### src/rtl/x3q16_spi_mem.sv
// Runs one x3q16 core read/write request as a single 40-bit SPI mode-0 frame
// on a 23LC512-class serial SRAM: {opcode, byte address, 16-bit data word}.
module x3q16_spi_mem #(
    parameter int         CLK_DIV   = 2,
    parameter logic [7:0] CMD_READ  = 8'h03,
    parameter logic [7:0] CMD_WRITE = 8'h02
) (
    input  logic        clk,
    input  logic        reset,
    input  logic        request,
    input  logic        request_type,
    input  logic [15:0] request_address,
    input  logic [15:0] data_out,
    output logic [15:0] memory_in,
    output logic        memory_ready,
    output logic        write_complete,
    output logic        busy,
    output logic        req_dropped,
    output logic        spi_cs_n,
    output logic        spi_sclk,
    output logic        spi_mosi,
    input  logic        spi_miso
);

    localparam int              DIV_W    = (CLK_DIV > 1) ? $clog2(CLK_DIV) : 1;
    localparam logic [DIV_W-1:0] DIV_LAST = DIV_W'(CLK_DIV - 1);
    localparam logic [5:0]      LAST_BIT = 6'd39;

    typedef enum logic [1:0] {
        ST_IDLE   = 2'd0,
        ST_SHIFT  = 2'd1,
        ST_FINISH = 2'd2
    } state_t;

    state_t           state_r;
    state_t           state_next_s;
    logic [39:0]      tx_r;
    logic [15:0]      rx_r;
    logic [5:0]       bit_cnt_r;
    logic [DIV_W-1:0] div_r;
    logic             is_write_r;
    logic [15:0]      memory_in_r;
    logic             ready_r;
    logic             write_done_r;
    logic             busy_r;
    logic             dropped_r;
    logic             cs_n_r;
    logic             sclk_r;
    logic             mosi_r;

    logic             div_tc_s;
    logic             accept_s;
    logic             rise_s;
    logic             fall_s;
    logic             last_s;
    logic             finish_s;
    logic [39:0]      tx_load_s;
    // The SRAM is byte addressed; word address bit 15 has no place in a 16-bit byte address.
    logic             unused_addr_msb_s;

    assign unused_addr_msb_s = request_address[15];
    assign div_tc_s          = (div_r == DIV_LAST);
    assign tx_load_s         = {(request_type ? CMD_WRITE : CMD_READ),
                                request_address[14:0], 1'b0,
                                (request_type ? data_out : 16'h0000)};

    // Next-state and per-cycle control strobes.
    always_comb begin
        state_next_s = state_r;
        accept_s     = 1'b0;
        rise_s       = 1'b0;
        fall_s       = 1'b0;
        last_s       = 1'b0;
        finish_s     = 1'b0;
        case (state_r)
            ST_IDLE: begin
                if (request) begin
                    accept_s     = 1'b1;
                    state_next_s = ST_SHIFT;
                end else begin
                    state_next_s = ST_IDLE;
                end
            end
            ST_SHIFT: begin
                if (div_tc_s) begin
                    if (sclk_r == 1'b0) begin
                        rise_s       = 1'b1;
                        state_next_s = ST_SHIFT;
                    end else begin
                        fall_s = 1'b1;
                        if (bit_cnt_r == LAST_BIT) begin
                            last_s       = 1'b1;
                            state_next_s = ST_FINISH;
                        end else begin
                            state_next_s = ST_SHIFT;
                        end
                    end
                end else begin
                    state_next_s = ST_SHIFT;
                end
            end
            ST_FINISH: begin
                finish_s     = 1'b1;
                state_next_s = ST_IDLE;
            end
            default: begin
                state_next_s = ST_IDLE;
            end
        endcase
    end

    // State register, SPI shift datapath and registered outputs.
    always_ff @(posedge clk or negedge reset) begin
        if (!reset) begin
            state_r      <= ST_IDLE;
            tx_r         <= 40'h00_0000_0000;
            rx_r         <= 16'h0000;
            bit_cnt_r    <= 6'd0;
            div_r        <= '0;
            is_write_r   <= 1'b0;
            memory_in_r  <= 16'h0000;
            ready_r      <= 1'b0;
            write_done_r <= 1'b0;
            busy_r       <= 1'b0;
            dropped_r    <= 1'b0;
            cs_n_r       <= 1'b1;
            sclk_r       <= 1'b0;
            mosi_r       <= 1'b0;
        end else begin
            state_r      <= state_next_s;
            ready_r      <= 1'b0;
            write_done_r <= 1'b0;
            if (request && (state_r != ST_IDLE)) begin
                dropped_r <= 1'b1;
            end
            if (accept_s) begin
                tx_r       <= tx_load_s;
                is_write_r <= request_type;
                cs_n_r     <= 1'b0;
                sclk_r     <= 1'b0;
                mosi_r     <= tx_load_s[39];
                bit_cnt_r  <= 6'd0;
                div_r      <= '0;
                busy_r     <= 1'b1;
            end
            if (state_r == ST_SHIFT) begin
                div_r <= div_tc_s ? '0 : (div_r + DIV_W'(1));
            end
            if (rise_s) begin
                sclk_r <= 1'b1;
                rx_r   <= {rx_r[14:0], spi_miso};
            end
            // tx_r shifts left so the next bit to send always sits at [38].
            if (fall_s) begin
                sclk_r <= 1'b0;
                if (last_s) begin
                    cs_n_r <= 1'b1;
                end else begin
                    mosi_r    <= tx_r[38];
                    tx_r      <= {tx_r[38:0], 1'b0};
                    bit_cnt_r <= bit_cnt_r + 6'd1;
                end
            end
            if (finish_s) begin
                busy_r <= 1'b0;
                if (is_write_r) begin
                    write_done_r <= 1'b1;
                end else begin
                    memory_in_r <= rx_r;
                    ready_r     <= 1'b1;
                end
            end
        end
    end

    assign memory_in      = memory_in_r;
    assign memory_ready   = ready_r;
    assign write_complete = write_done_r;
    assign busy           = busy_r;
    assign req_dropped    = dropped_r;
    assign spi_cs_n       = cs_n_r;
    assign spi_sclk       = sclk_r;
    assign spi_mosi       = mosi_r;

endmodule

### config.mk
export PLATFORM = sky130hd
export DESIGN_NAME = x3q16_spi_mem
export DESIGN_NICKNAME = d
export VERILOG_FILES = /design/src/rtl/x3q16_spi_mem.sv
export SDC_FILE = /design/constraint.sdc
export NUM_CORES = 1
export LEC_CHECK = 0
export CORE_ASPECT_RATIO = 0.6
export CORE_UTILIZATION = 57
export DETAILED_ROUTE_END_ITERATION = 6
export PLACE_DENSITY = 0.95
export SLEW_MARGIN = 20
export SYNTH_ARGS = -nofsm -noshare
export SYNTH_HDL_FRONTEND = slang
export SYNTH_SLANG_ARGS = --single-unit
### constraint.sdc
create_clock -name clk -period 4.3 [get_ports clk]
set_input_delay 0.86 -clock clk [delete_from_list [all_inputs] [get_ports clk]]
set_output_delay 0.86 -clock clk [all_outputs]
set_load 0.02 [all_outputs]
==> results.json, run 1 <==
{
  "status": "finished, violations left",
  "failed_checks": "DRC",
  "wire_per_inst_um": 17.5,
  "layout.nets": 387,
  "most-common-layout-cells": "dfrtp_1 (87), clkdlybuf4s50_1 (57), nand2_1 (41)",
  "slew_violations": 0,
  "cp_top_family": "simple AND/OR/NAND/NOR gates",
  "start_kind": "input pin",
  "grt_pass1_wl_um": 12800,
  "drt_iter0_markers": 195,
  "num_antenna_cells": 0,
  "die_w_um": 105,
  "vias": 2584,
  "portBuffers": 58,
  "rsz0062_at_grt": "false",
  "wl_um": 7630,
  "path_class": "input pin to register",
  "coreArea_um2": 6110,
  "grt_max_degree": 89,
  "synth_seq_area_share_pct": 61.1,
  "vdd_drop_max_mv": 0.209,
  "clockBufferDepth": 2,
  "crit_path_end_kind": "register",
  "ioPinCount": 60,
  "finClkSkew_ns": 0.0115,
  "synthesis.nets": 335,
  "synth_compound_area_share_pct": 10.5,
  "synthMuxAreaShare_pct": 10.5,
  "r2r-start": "bit_cnt_r[0]",
  "crit_path_max_incr_delay_ns": 0.59,
  "cts_buffers": 9,
  "worstHoldStart": "tx_r[15]",
  "start_util_pct": 59.0,
  "ctsResizeCount": 0,
  "finalPower_w": 0.00142,
  "dpl_cell_area_um2": 4210,
  "antenna_found_initial": 0,
  "synth_area_leader_cell": "dfrtp_1",
  "dr.pass1.iters": 7,
  "final_common_cell": "dfrtp_1",
  "clkTransAtPathRegs_ns": 0.09,
  "cp_slowest_cell": "clkdlybuf4s50_1",
  "synth_fa_ha_area_share_pct": 0.347,
  "fin_tns_setup_ns": 0,
  "maxSlewHeadroom_pct": 43.5,
  "drc_errors": 1,
  "ys.flop_type": "dfrtp_1",
  "hold_buffers": 0,
  "synth_warnings": 0,
  "cts_setup_buffers": 0,
  "hold_viol": 0,
  "cts.sinks": 88,
  "clock_latency_ns": 0.35,
  "synthArstFlopShare_pct": 100,
  "cp_cell_sequence": "clkdlybuf4s50_1, nand2_1, and3_1, a221o_1",
  "place.gp.congestion": 0.747,
  "p_per_area_nw_per_um2": 322,
  "yosys.area_share.simple_pct": 14.7,
  "fillers": 412,
  "p_leak_nw": 2.16,
  "overflow": 0,
  "syn_area_um2": 3610,
  "area_growth_pct": 21.8,
  "syn_area_per_cell_um2": 12.1,
  "setup_viol": 0,
  "crit_buf_inv": 1,
  "period_needed_ns": 2.38,
  "r2r_slack_ns": 2.03,
  "die-area_um2": 6660,
  "synth_top_area_share_pct": 60.3,
  "dpl.hpwl_um": 4870,
  "critPathMaxFanout": 26,
  "timing.fmax_mhz": 419,
  "final_antenna_net_count": 0,
  "ys_types": 34,
  "required_ns": 4.54,
  "cts_tree": "done",
  "cts-root-buf": "clkbuf_8",
  "vias_per_cell": 5.91,
  "cp.arrival_ns": 2.62,
  "whs_endpoint": "tx_r[16]",
  "maxCapViolCount": 0,
  "first_global_vias": 2602,
  "h-tree-depth": 3,
  "r2r_cells": 6,
  "synth_edf_count": 0,
  "finalCritPeriodShare_pct": 55.5,
  "layout-drive-gt1-share_pct": 15.9,
  "synth_top_family_by_area": "simple AND/OR/NAND/NOR gates",
  "synth_seq_cells": 88,
  "rows": 22,
  "synth_xor_area_share_pct": 0,
  "fp.dieH_um": 63.6,
  "whs_path_depth": 2,
  "min_path_type": "register to register",
  "r2r-end": "tx_r[23]",
  "final_cell_area_um2": 4390,
  "ys_top_cells_by_area": "dfrtp_1 (60%), mux2_2 (10%), nand2_1 (4.3%), a221o_1 (4.2%), nand3_1 (3.9%)",
  "worst_slew_pin_slew_ns": 0.847,
  "grt_usage_pct": 25.2,
  "postSynthCellCount": 297,
  "worst_hold_slack_ns": 0.464
}
through the flow:
| step | worst slack, ns | util (%) | instances |
|---|---|---|---|
| 3_3_place_gp | 1.64 | 69.0 | 422 |
| 2_1_floorplan | 2.55 | - | 297 |
| 6_report | 1.92 | 71.9 | 437 |
| 5_1_grt | 1.81 | 71.9 | 437 |
| 3_5_place_dp | 1.56 | 69.0 | 422 |
| 4_1_cts | 1.93 | 71.8 | 437 |
cells by family after synthesis:
family          Yosys count
compound gates           47
fa+ha+maj                 1
buf+inv                  21
flops                    88
mux                      34
simple gates            106
worst min-delay path, delay by kind of cell (launching register included):
| family | cells | cell delay (ns) |
|---|---|---|
| DFF | 1 | 0.35 |
| and+or+nand+nor | 2 | 0.10 |
cell usage after synthesis (3+ instances only):
| library cell | number |
|---|---|
| and3_1 | 18 |
| a221o_1 | 15 |
| o21ai_0 | 8 |
| mux2_2 | 32 |
| clkbuf_1 | 8 |
| nor2_1 | 3 |
| nand3_1 | 28 |
| nand2b_1 | 4 |
| a22oi_1 | 15 |
| nand2_1 | 41 |
| buf_2 | 8 |
| nor3_1 | 3 |
| dfrtp_1 | 87 |
sequential cells by signal (all words and copies together) (netlist names), 2 cells and up:
signal,cells
tx_r,39
memory_in,16
rx_r,16
bit_cnt_r,6
state_r,2
cell type report:
cell class,count,area [µm²],area share [%]
Clock inverter,5,38.8,0.883
Inverter,1,3.75,0.0854
Clock buffer,10,138,3.13
Multi-Input combinational cell,188,1300,29.6
Tap cell,84,105,2.39
Sequential cell,88,2200,50.1
Timing Repair Buffer,61,604,13.8
per-layer routing:
layer | track usage [%] | vias up | share of wire (%)
met5 | 0 | - | 0
li1 | - | 1177 | -
met3 | 7.45 | 11 | 5.6
met1 | 33.8 | 1298 | 44
met4 | 9.68 | 0 | 1.8
met2 | 39.2 | 98 | 48
worst max path at each step:
stage	start	end	cells past startpoint
after floorplan	request	tx_r[10]	4
after global placement	request	tx_r[10]	4
after detailed placement	request	tx_r[10]	4
after CTS	spi_cs_n	spi_cs_n	1
after global routing	request	tx_r[1]	4
final	request	tx_r[9]	4
where the power goes:
| group | leakage [nW] | switching (W) | internal (W) |
|---|---|---|---|
| logic | 0.901 | 0.0000227 | 0.0000324 |
| clock network | 0.0895 | 0.000295 | 0.000228 |
| registers | 1.17 | 0.00000521 | 0.000833 |
| total | 2.16 | 0.000323 | 0.00109 |
Note: power is estimated with default switching activity, not from simulation.
==> run 2, diff against run 1 <==
- CORE_UTILIZATION: 57 -> 48
- PLACE_DENSITY: 0.95 -> 0.86
- clock period: 4.3 -> 2.16 ns (I/O delays scaled with it)
==> results.json, run 2 (synthesized netlist as in run 1, its figures left out) <==
{
  "vdd_drop_max_mv": 0.398,
  "p_per_area_nw_per_um2": 717,
  "cp.arrival_ns": 2.13,
  "crit_path_end_kind": "register",
  "h-tree-depth": 3,
  "area_growth_pct": 27.7,
  "required_ns": 2.37,
  "vias_per_cell": 5.45,
  "wl_um": 7340,
  "finClkSkew_ns": 0.0132,
  "slew_violations": 0,
  "maxCapViolCount": 0,
  "path_class": "register to register",
  "overflow": 0,
  "layout.nets": 393,
  "setup_ws_ns": 0.236,
  "rsz0062_at_grt": "false",
  "portBuffers": 58,
  "crit_start": "bit_cnt_r[0]",
  "maxSlewHeadroom_pct": 66.4,
  "setup_viol": 0,
  "grt_usage_pct": 20.1,
  "hold_viol": 0,
  "period_needed_ns": 1.92,
  "regMostFlops": "tx_r",
  "r2r_cells": 5,
  "min_path_type": "input pin to async pin",
  "die_w_um": 114,
  "drc_errors": 0,
  "wire_per_inst_um": 15.8,
  "r2r-start": "bit_cnt_r[0]",
  "cts_buffers": 9,
  "start_kind": "register",
  "coreArea_um2": 7270,
  "start_util_pct": 49.7,
  "layout-drive-gt1-share_pct": 17.5,
  "die-area_um2": 7880,
  "fillers": 549,
  "hold_buffers": 0,
  "final_cell_area_um2": 4610,
  "antenna_found_initial": 0,
  "grt_pass1_wl_um": 12300,
  "num_antenna_cells": 0,
  "pre_cts_ws_ns": 0.106,
  "cp-endpoint": "tx_r[1]",
  "cts_tree": "done",
  "rows": 24,
  "cts.sinks": 88,
  "place.gp.congestion": 0.751,
  "clkTransAtPathRegs_ns": 0.07,
  "timing.fmax_mhz": 520,
  "most-common-layout-cells": "dfrtp_1 (87), clkdlybuf4s50_1 (57), nand2_1 (41)",
  "clock_latency_ns": 0.34,
  "drt_iter0_markers": 197,
  "ctsResizeCount": 0,
  "first_global_vias": 2483,
  "final_antenna_net_count": 0,
  "status": "completed",
  "cts_setup_buffers": 0,
  "dpl.hpwl_um": 4640,
  "p_leak_nw": 2.25,
  "fin_tns_setup_ns": 0,
  "critPathMaxFanout": 43,
  "final_common_cell": "dfrtp_1",
  "ioPinCount": 60,
  "dpl_cell_area_um2": 4310,
  "worst_slew_pin_slew_ns": 0.502,
  "clockBufferDepth": 2,
  "vias": 2530,
  "cts-root-buf": "clkbuf_16",
  "largest_register_ffs": 39,
  "grt_max_degree": 89,
  "fp.dieH_um": 69.2,
  "finalCritPeriodShare_pct": 89.1,
  "r2r-end": "tx_r[1]",
  "dr.pass1.iters": 4,
  "r2r_slack_ns": 0.24
}
[run 2: power breakdown]
part / internal, W / switching, W
Sequential: 0.00166 / 0.00000870
Clock: 0.000861 / 0.000659
Combinational: 0.0000676 / 0.0000464
[run 2: routing by layer]
metal,wire [µm],share of wire (%),global-route usage (%),vias up
met5,0,0,0,-
met4,82,1.1,6.06,0
met3,261,3.6,6.16,9
met2,3420,47,28.8,62
met1,3570,49,29.4,1266
li1,-,-,-,1193
[run 2: final cells by class]
type	count	area [µm²]	share of cell area [%]
timing repair buffer	67	671	14.6
clock inverter	5	45.0	0.978
sequential	88	2200	47.8
inverter	1	3.75	0.0815
clock buffer	11	253	5.49
multi-input combinational	188	1300	28.2
tap	104	130	2.82
[run 2: worst min-delay path by stage]
stage	startpoint	to	slack (ns)
after floorplan	reset	bit_cnt_r[0]	0.14
after global placement	req_dropped	req_dropped	0.45
after detailed placement	tx_r[33]	tx_r[34]	0.46
after CTS	reset	tx_r[26]	0.15
after global routing	reset	tx_r[26]	0.14
final	reset	tx_r[26]	0.11
[run 2: critical path, stage by stage (launching register included)]
cell     delay, ns
dfrtp_1       0.41
ha_1          0.25
and4b_1       0.26
a21bo_4       0.37
and3_1        0.23
a221o_1       0.27
[run 2: stage by stage]
stage          total power (W)  hold slack (ns)  util, %  instances
6_report               0.00330            0.112     63.4        464
5_1_grt                0.00342            0.138     63.4        464
4_1_cts                0.00334            0.146     63.4        464
3_5_place_dp           0.00182            0.462     59.3        448
3_3_place_gp           0.00181            0.452     59.3        448
2_1_floorplan          0.00171            0.136        -        297
